<file path="src/rtl/apb_slave_regfile_if.sv">
// APB3 bus bundle between a requester and a register-file completer.
// The requester drives select, control and write data; the completer returns read data and status.
interface apb_slave_regfile_if #(
    parameter int unsigned ADDR_WIDTH = 8,
    parameter int unsigned DATA_WIDTH = 8
);
    logic                  psel;
    logic                  penable;
    logic                  pwrite;
    logic [ADDR_WIDTH-1:0] paddr;
    logic [DATA_WIDTH-1:0] pwdata;
    logic [DATA_WIDTH-1:0] prdata;
    logic                  pready;
    logic                  pslverr;

    modport master (
        output psel, penable, pwrite, paddr, pwdata,
        input  prdata, pready, pslverr
    );

    modport slave (
        input  psel, penable, pwrite, paddr, pwdata,
        output prdata, pready, pslverr
    );
endinterface

</file>
<file path="src/rtl/apb_slave_regfile.sv">
// APB3 completer with a byte-wide register file, programmable wait states and
// pslverr on out-of-range addresses. All outputs are registered.
module apb_slave_regfile #(
    parameter int unsigned ADDR_WIDTH  = 8,
    parameter int unsigned DATA_WIDTH  = 8,
    parameter int unsigned MEM_DEPTH   = 64,
    parameter int unsigned WAIT_STATES = 1
) (
    input logic                pclk,
    input logic                preset,
    apb_slave_regfile_if.slave bus
);
    localparam int unsigned IDX_W   = (MEM_DEPTH > 1) ? $clog2(MEM_DEPTH) : 1;
    localparam bit          NO_WAIT = (WAIT_STATES == 0);

    typedef enum logic [1:0] {StIdle, StWait, StAccess} state_e;

    state_e                r_state;
    logic [3:0]            r_cnt;
    logic                  r_write;
    logic [ADDR_WIDTH-1:0] r_addr;
    logic [DATA_WIDTH-1:0] r_wdata;
    logic [DATA_WIDTH-1:0] r_mem [MEM_DEPTH];
    logic [DATA_WIDTH-1:0] r_prdata;
    logic                  r_pready;
    logic                  r_pslverr;

    logic                  w_setup;
    logic                  w_do_op;
    logic                  w_op_write;
    logic [ADDR_WIDTH-1:0] w_op_addr;
    logic [DATA_WIDTH-1:0] w_op_wdata;
    logic [IDX_W-1:0]      w_op_idx;
    logic                  w_in_range;

    // With no wait states the operation fires on the setup edge, so it must use
    // the live bus fields; otherwise it uses the fields latched at setup.
    always_comb begin
        w_setup    = bus.psel && !bus.penable;
        w_do_op    = 1'b0;
        w_op_write = r_write;
        w_op_addr  = r_addr;
        w_op_wdata = r_wdata;
        if (r_state == StIdle) begin
            w_op_write = bus.pwrite;
            w_op_addr  = bus.paddr;
            w_op_wdata = bus.pwdata;
            w_do_op    = w_setup && NO_WAIT;
        end else if (r_state == StWait) begin
            w_do_op = bus.psel && bus.penable && (r_cnt == 4'd1);
        end
        w_op_idx   = w_op_addr[IDX_W-1:0];
        w_in_range = 32'(w_op_addr) < MEM_DEPTH;
    end

    always_ff @(posedge pclk or posedge preset) begin
        if (preset) begin
            r_state   <= StIdle;
            r_cnt     <= '0;
            r_write   <= 1'b0;
            r_addr    <= '0;
            r_wdata   <= '0;
            r_prdata  <= '0;
            r_pready  <= 1'b0;
            r_pslverr <= 1'b0;
            for (int unsigned i = 0; i < MEM_DEPTH; i++) begin
                r_mem[i] <= '0;
            end
        end else begin
            unique case (r_state)
                StIdle: begin
                    if (w_setup) begin
                        r_write <= bus.pwrite;
                        r_addr  <= bus.paddr;
                        r_wdata <= bus.pwdata;
                        r_cnt   <= 4'(WAIT_STATES);
                        r_state <= StWait;
                    end
                end
                StWait: begin
                    if (!bus.psel) begin
                        r_state   <= StIdle;
                        r_pready  <= 1'b0;
                        r_pslverr <= 1'b0;
                    end else if (bus.penable && (r_cnt != 4'd1)) begin
                        r_cnt <= r_cnt - 4'd1;
                    end
                end
                StAccess: begin
                    r_state   <= StIdle;
                    r_pready  <= 1'b0;
                    r_pslverr <= 1'b0;
                end
                default: r_state <= StIdle;
            endcase

            // Completing edge: overrides the state chosen above.
            if (w_do_op) begin
                r_state  <= StAccess;
                r_pready <= 1'b1;
                if (w_in_range) begin
                    r_pslverr <= 1'b0;
                    if (w_op_write) begin
                        r_mem[w_op_idx] <= w_op_wdata;
                    end else begin
                        r_prdata <= r_mem[w_op_idx];
                    end
                end else begin
                    r_pslverr <= 1'b1;
                    if (!w_op_write) begin
                        r_prdata <= '0;
                    end
                end
            end
        end
    end

    assign bus.prdata  = r_prdata;
    assign bus.pready  = r_pready;
    assign bus.pslverr = r_pslverr;
endmodule
</file>
<file path="src/flat_wrapper.sv">
// flat-port wrapper written by rule: the top's interface ports become plain ports
module apb_slave_regfile_flat 
#(
    parameter int unsigned ADDR_WIDTH  = 8,
    parameter int unsigned DATA_WIDTH  = 8,
    parameter int unsigned MEM_DEPTH   = 64,
    parameter int unsigned WAIT_STATES = 1
)
  (pclk, preset, bus_psel, bus_penable, bus_pwrite, bus_paddr, bus_pwdata, bus_prdata, bus_pready, bus_pslverr);
  apb_slave_regfile_if #(.ADDR_WIDTH(ADDR_WIDTH), .DATA_WIDTH(DATA_WIDTH)) bus_i ();
  input logic pclk;
  input logic preset;
  input wire logic [$bits(bus_i.psel)-1:0] bus_psel;
  input wire logic [$bits(bus_i.penable)-1:0] bus_penable;
  input wire logic [$bits(bus_i.pwrite)-1:0] bus_pwrite;
  input wire logic [$bits(bus_i.paddr)-1:0] bus_paddr;
  input wire logic [$bits(bus_i.pwdata)-1:0] bus_pwdata;
  output wire logic [$bits(bus_i.prdata)-1:0] bus_prdata;
  output wire logic [$bits(bus_i.pready)-1:0] bus_pready;
  output wire logic [$bits(bus_i.pslverr)-1:0] bus_pslverr;
  assign bus_i.psel = bus_psel;
  assign bus_i.penable = bus_penable;
  assign bus_i.pwrite = bus_pwrite;
  assign bus_i.paddr = bus_paddr;
  assign bus_i.pwdata = bus_pwdata;
  assign bus_prdata = bus_i.prdata;
  assign bus_pready = bus_i.pready;
  assign bus_pslverr = bus_i.pslverr;
  apb_slave_regfile #(.ADDR_WIDTH(ADDR_WIDTH), .DATA_WIDTH(DATA_WIDTH), .MEM_DEPTH(MEM_DEPTH), .WAIT_STATES(WAIT_STATES)) u_core (.pclk(pclk), .preset(preset), .bus(bus_i));
endmodule
</file>
<file path="config.mk">
export PLATFORM = sky130hd
export DESIGN_NAME = apb_slave_regfile_flat
export DESIGN_NICKNAME = d
export VERILOG_FILES = /design/src/rtl/apb_slave_regfile_if.sv /design/src/rtl/apb_slave_regfile.sv /design/src/flat_wrapper.sv
export SDC_FILE = /design/constraint.sdc
export NUM_CORES = 1
export LEC_CHECK = 0
export BUFFER_PORTS_ARGS = -buffer_cell sky130_fd_sc_hd__buf_2
export CORE_AREA = 8 8 214 216
export CTS_BUF_LIST = sky130_fd_sc_hd__clkbuf_4
export CTS_CLUSTER_SIZE = 12
export DETAILED_ROUTE_END_ITERATION = 8
export DIE_AREA = 0 0 222 224
export PLACE_DENSITY = 0.75
export SYNTH_ARGS = -nofsm -noshare
export SYNTH_HDL_FRONTEND = slang
export SYNTH_SLANG_ARGS = --single-unit
</file>
<file path="constraint.sdc">
create_clock -name pclk -period 32.4 [get_ports pclk]
set_clock_uncertainty 0.2 [all_clocks]
set_input_delay 4.86 -clock pclk [delete_from_list [all_inputs] [get_ports pclk]]
set_output_delay 4.86 -clock pclk [all_outputs]
set_load 0.03 [all_outputs]
</file>
=== Word level (Yosys, flattened, before mapping) ===
Index checks and enable logic that the tools add are counted.

* Mux-type cells: 27
* Order comparisons: 3
* Eq/ne operators: 9
* Bitwise logic cells: 2
* Reductions and logical operators: 15
* Add/sub/neg operators: 1

{| class="wikitable"
|+ Operators with widths
! cell !! number
|-
| $bwmux W512 || 1
|-
| $mux W8 || 8
|-
| $bmux W8 S6 || 1
|-
| $demux W8 S6 || 1
|-
| $mux W4 || 3
|-
| $lt A8 B7 Y1 const B || 1
|-
| $pmux W4 S2 || 1
|-
| $reduce_and A2 Y1 || 4
|-
| $ge A7 B7 Y1 const B || 1
|-
| $lt A7 B1 Y1 const B || 1
|-
| $mux W1 || 7
|-
| $not A6 Y7 || 1
|-
| $mux W2 || 3
|-
| $logic_and A1 B1 Y1 || 5
|-
| $eq A4 B1 Y1 const B || 1
|-
| $ne A2 B2 Y1 const B || 2
|-
| $ne A4 B1 Y1 const B || 1
|-
| $pmux W2 S2 || 1
|-
| $reduce_and A4 Y1 || 1
|-
| $sub A4 B1 Y4 const B || 1
|-
| $ne A3 B1 Y1 const B || 1
|-
| $ne A3 B2 Y1 const B || 1
|-
| $reduce_and A3 Y1 || 1
|-
| $reduce_bool A3 Y1 || 1
|-
| 8 further kinds || 8
|}

* Register bits: 545
* Logic and storage cells: 129
* Bits of input ports: 21
* Output and inout port bits: 10

=== Logic depth before layout (Yosys ltp) ===
* Word-level depth: 8
* Depth in mapped cells: 13
* Depth with buffers taken out: 8

=== Worst setup path after synthesis ===
No wires, ideal clock.

* Path kind: input -> register
* From: in bus_paddr[1]
* To: reg u_core.r_mem[504] (netlist bit)
* Library setup time: 0.125 ns
* Path buffers: 3
* Arrival time: 6.746 ns
* Stages on the path: 7
* Setup slack: 25.329 ns
* Cells stage by stage: clkbuf_1 -> or4b_2 -> and2_1 -> buf_2 -> buf_6 -> nor2_8 -> mux2_2

* Longest elaborated chain between the ends: 7
* Elaborated cells on any way between the ends: 10
* Those cells by class: order compare: 3; mux: 4; bitwise: 1; reduce/logical: 2

{| class="wikitable"
|+ Ends and longest elaborated chain
! what !! RTL line !! RTL
|-
| start, declared || flat_wrapper.sv:16 || <nowiki>input wire logic [$bits(bus_i.paddr)-1:0] bus_paddr;</nowiki>
|-
| $mux W8 * || apb_slave_regfile.sv:44 || <nowiki>if (r_state == StIdle) begin</nowiki>
|-
| $not A6 Y7 (implied by the code) || apb_slave_regfile.sv:104 || <nowiki>r_mem[w_op_idx] <= w_op_wdata;</nowiki>
|-
| $ge A7 B7 Y1 (implied by the code) or $lt A7 B1 Y1 (tied branches) || apb_slave_regfile.sv:104 ||
|-
| $logic_and A1 B1 Y1 (implied by the code) || apb_slave_regfile.sv:104 ||
|-
| $mux W8 (implied by the code) || apb_slave_regfile.sv:104 ||
|-
| $demux W8 S6 || apb_slave_regfile.sv:104 ||
|-
| $bwmux W512 || apb_slave_regfile.sv:104 ||
|-
| end signal, assigned by index || apb_slave_regfile.sv:104 ||
|-
| end, declared || apb_slave_regfile.sv:23 || <nowiki>logic [DATA_WIDTH-1:0] r_mem [MEM_DEPTH];</nowiki>
|}

Mark *: on every way between the ends. The rest lies on a longest branch, timed or not.
A chain may end at the register's enable or synchronous reset.

=== Worst setup path in the final report ===
* From: in bus_paddr[2]
* To: reg u_core.r_prdata[5] (netlist: u_core.bus.prdata[5])

* Longest elaborated chain between the ends: 7
* Elaborated cells on any way between the ends: 8
* Those cells by class: order compare: 1; mux: 6; bitwise: 1

{| class="wikitable"
|+ Ends and longest elaborated chain
! what !! RTL line !! RTL
|-
| $mux W8 * || apb_slave_regfile.sv:44 ||
|-
| $not A6 Y7 (implied by the code) || apb_slave_regfile.sv:106 || <nowiki>r_prdata <= r_mem[w_op_idx];</nowiki>
|-
| $bmux W8 S6 || apb_slave_regfile.sv:106 ||
|-
| $mux W8 (implied by the code) (2 in series) || apb_slave_regfile.sv:106 ||
|-
| $mux W8 || apb_slave_regfile.sv:103 || <nowiki>if (w_op_write) begin</nowiki>
|-
| $mux W8 * || apb_slave_regfile.sv:101 || <nowiki>if (w_in_range) begin</nowiki>
|-
| end signal, assigned || apb_slave_regfile.sv:106 ||
|-
| end, declared || apb_slave_regfile.sv:24 || <nowiki>logic [DATA_WIDTH-1:0] r_prdata;</nowiki>
|}

Mark *: on every way between the ends. The rest lies on a longest branch, timed or not. The select of a mux whose other input is x is not followed.

==> impl_metrics.py <==
metrics = {
    "logic_synthesis": {
        "syn_nets": 2035,
        "synth_enable_flop_cells": 0,
        "synth_flop_cell": "dfrtp_1",
        "synthesis.instances": 2010,
        "syn_area_per_cell_um2": 12.42,
        "yosys_warnings": 0,
        "ys_ff_latch": 545,
        "share_of_the_yosys_chip_area_belonging_to_registers_pct": 54.61,
        "postSynth.asyncResetShare_pct": 100.0,
        "netlist-cell-type-count": 68,
        "syn_area_um2": 24970,
    },
    "job": {
        "max-cap-violations": 0,
    },
    "grt": {
        "wire_length_of_the_first_global_routing_pass_mm": 104.6,
        "grt.total_usage_pct": 26.95,
        "grt_pass1_vias": 17970,
        "grt_max_degree": 183,
        "initial_antenna_violation_count": 5,
        "gr-total-overflow": 0,
    },
    "sta": {
        "finalCritPeriodShare_pct": 23.54,
        "max_clock_freq_ghz": 0.1311,
        "hold_viol": 0,
        "min_cycle_time_layout_ns": 7.628,
        "fin_hold_ws_ns": 0.2797,
        "worst_slew_margin_rel_pct": 9.927,
        "setup-tns-final_ns": 0,
        "finalMaxSlewViolations": 0,
        "setup_viol": 0,
        "max_slew.worst_pin.slew_ns": 1.339,
        "rsz0062_at_grt": "no",
    },
    "power_and_ir_drop": {
        "vdd_drop_max_v": 0.00005367,
        "fin_total_pwr_mw": 1.899,
        "power.share.clock_pct": 31.5,
        "power.switching_fraction_pct": 38.12,
        "cell_internal_pwr_mw": 1.175,
        "power.density_cell_area_nw_per_um2": 70.06,
        "p_seq_share_pct": 38.6,
        "power_switching_mw": 0.7241,
        "total_leakage_power_nw": 13.97,
        "combPwrFrac_pct": 29.9,
    },
    "cts": {
        "number_of_buffers_inserted_by_post_cts_setup_repair": 0,
        "cts.root.buffer_cell": "clkbuf_4",
        "clock_path_buffers": 3,
        "insertion_delay_ns": 0.85,
        "clkTransAtPathRegs_ns": 0.06,
        "cts_tree": "done",
        "cts_repair_resize_count": 0,
        "cts_made_buffers": 144,
        "cts_max_level": 4,
        "cts_sinks": 545,
        "postCtsHoldBufs": 0,
    },
    "final_layout": {
        "final_layout_size_suffix_gt1_share_pct": 34.82,
        "fill_count": 3221,
        "layout-area-overhead-vs-synth_pct": 8.558,
        "layout.core_utilization_pct": 63.78,
        "fin_area_um2": 27110,
        "mostFrequentLayoutCell": "dfrtp_1",
        "final_net_count": 2088,
        "layout.cells.most_common_list": "545 x dfrtp_1, 384 x mux2_2, 246 x nand2_1",
    },
    "floorplan": {
        "start_util_pct": 58.75,
        "floorplan.rows": 76,
        "coreArea_um2": 42510,
        "fp.dieH_um": 224,
        "die-area_um2": 49730,
        "chipWidth_um": 222,
        "boundaryPins": 31,
    },
    "drt": {
        "drt_wl_total_mm": 66.88,
        "via_per_inst": 6.476,
        "final_antenna_net_count": 0,
        "drc": 0,
        "routed_wire_length_per_instance_um": 24.78,
        "drt_first_pass_iters": 5,
        "detailroute.via_count": 17480,
        "initialDrtViolationCount": 1729,
    },
    "critical_path": {
        "r2r-start": "u_core.r_state[0]",
        "worst-setup-path-type": "input pin to flop",
        "worstSetupEndpointType": "flop",
        "critPathLaunch": "bus_paddr[2]",
        "cp.required_ns": 32.96,
        "critical_path.startpoint_type": "input pin",
        "worst_ep_arrival_time_ns": 8.19,
        "crit_path_max_fanout": 35,
    },
    "min_path": {
        "hold_class": "flop to flop",
        "hold_path.startpoint": "u_core.r_mem[75]",
    },
    "placed_design": {
        "dp_hpwl_mm": 40.60,
        "placed_cell_area_um2": 25330,
        "place_congestion": 0.8736,
        "count_of_buffers_from_port_buffering": 30,
    },
    "status": {
        "run_status": "completed",
    },
}
## worst max-delay path, cell delays in order
cell      delay, ns
buf_2          0.18
nand2b_1       0.20
o32a_2         0.72
buf_4          0.62
o22ai_1        0.15
o41ai_1        0.75
nand4_1        0.37
o31ai_1        0.31
## kinds of logic (layout without fill, tap and decap cells)
kind of cell | count (synthesis) | count (layout) | synth area share [%]
AO/OA/AOI/OAI | 437 | 437 | 11.07
XOR/XNOR | 2 | 2 | 0.07016
adder cells (fa/ha/maj) | 4 | 4 | 0.2004
buffers and inverters | 157 | 298 | 3.056
flip-flops | 545 | 545 | 54.61
multiplexers | 433 | 433 | 19.58
other | 0 | 2 | 0
AND/OR/NAND/NOR | 432 | 432 | 11.41
## registers in the layout (all words and copies together), names as in the netlist
signal and cells:
u_core.bus.pready 1, u_core.r_addr 8, u_core.r_wdata 8, u_core.r_cnt 4, u_core.r_state 2, u_core.bus.prdata 8
u_core.r_mem 512, u_core.r_write 1, u_core.bus.pslverr 1
## synth_stat cells, types with 11 or more instances
library cell | instances | area [um2]
a32oi_1 | 11 | 96.34
dfrtp_1 | 545 | 13640
mux2_2 | 384 | 4324
o41ai_1 | 44 | 385.4
o31ai_1 | 11 | 82.58
a21oi_1 | 11 | 55.05
nand3_1 | 40 | 200.2
inv_1 | 11 | 41.29
nor2_8 | 48 | 960.9
buf_4 | 11 | 82.58
mux2_1 | 15 | 168.9
o22ai_1 | 192 | 1201
clkbuf_1 | 85 | 319.1
nand2_1 | 246 | 923.4
mux2i_1 | 24 | 240.2
o21ai_0 | 136 | 680.7
buf_2 | 38 | 190.2
nor2_1 | 15 | 56.30
## final timing paths
check	end	slack [ns]	cells past startpoint
max reg2reg	u_core.bus.prdata[5]	27.82	9
min reg2reg	u_core.r_mem[75]	0.28	2
max in group asynchronous	u_core.r_mem[246]	25.65	4
max	u_core.bus.prdata[5]	24.77	8
min in group asynchronous	u_core.r_mem[13]	3.97	2
min	u_core.r_mem[75]	0.28	2
## final cells by class
type	instances	area [um2]	area share (%)
clock inverters	26	211.5	0.7800
repair buffers	53	347.8	1.283
well taps	546	683.2	2.520
multi-input cells	1308	10610	39.15
inverters	11	48.80	0.1800
flip-flops and latches	545	13640	50.31
diodes	2	5.005	0.01846
clock buffers	208	1562	5.760
## power groups by stage
stage | logic, mW | clock network, mW | registers [mW]
5_1_grt | 0.597 | 0.646 | 0.734
4_1_cts | 0.555 | 0.609 | 0.731
2_1_floorplan | 0.378 | 0 | 0.738
6_report | 0.567 | 0.599 | 0.733
3_5_place_dp | 0.554 | 0 | 0.743
3_3_place_gp | 0.544 | 0 | 0.742
## stage by stage
stage | setup slack, ns | std cells
after global placement | 24.03 | 2463
after floorplan | 12.10 | 2010
after global routing | 24.81 | 2698
after CTS | 24.96 | 2697
final | 24.77 | 2699
after detailed placement | 24.02 | 2463
## layer usage
| layer | vias to the layer above | GRT usage (%) | part of all wire [%] |
|---|---|---|---|
| li1 | 7571 | - | - |
| met1 | 8891 | 34.79 | 41 |
| met2 | 839 | 43.70 | 48 |
| met3 | 178 | 6.683 | 8.6 |
| met4 | 0 | 10.67 | 3.2 |
| met5 | - | 0 | 0 |
Power figures use the tool's default switching activity.
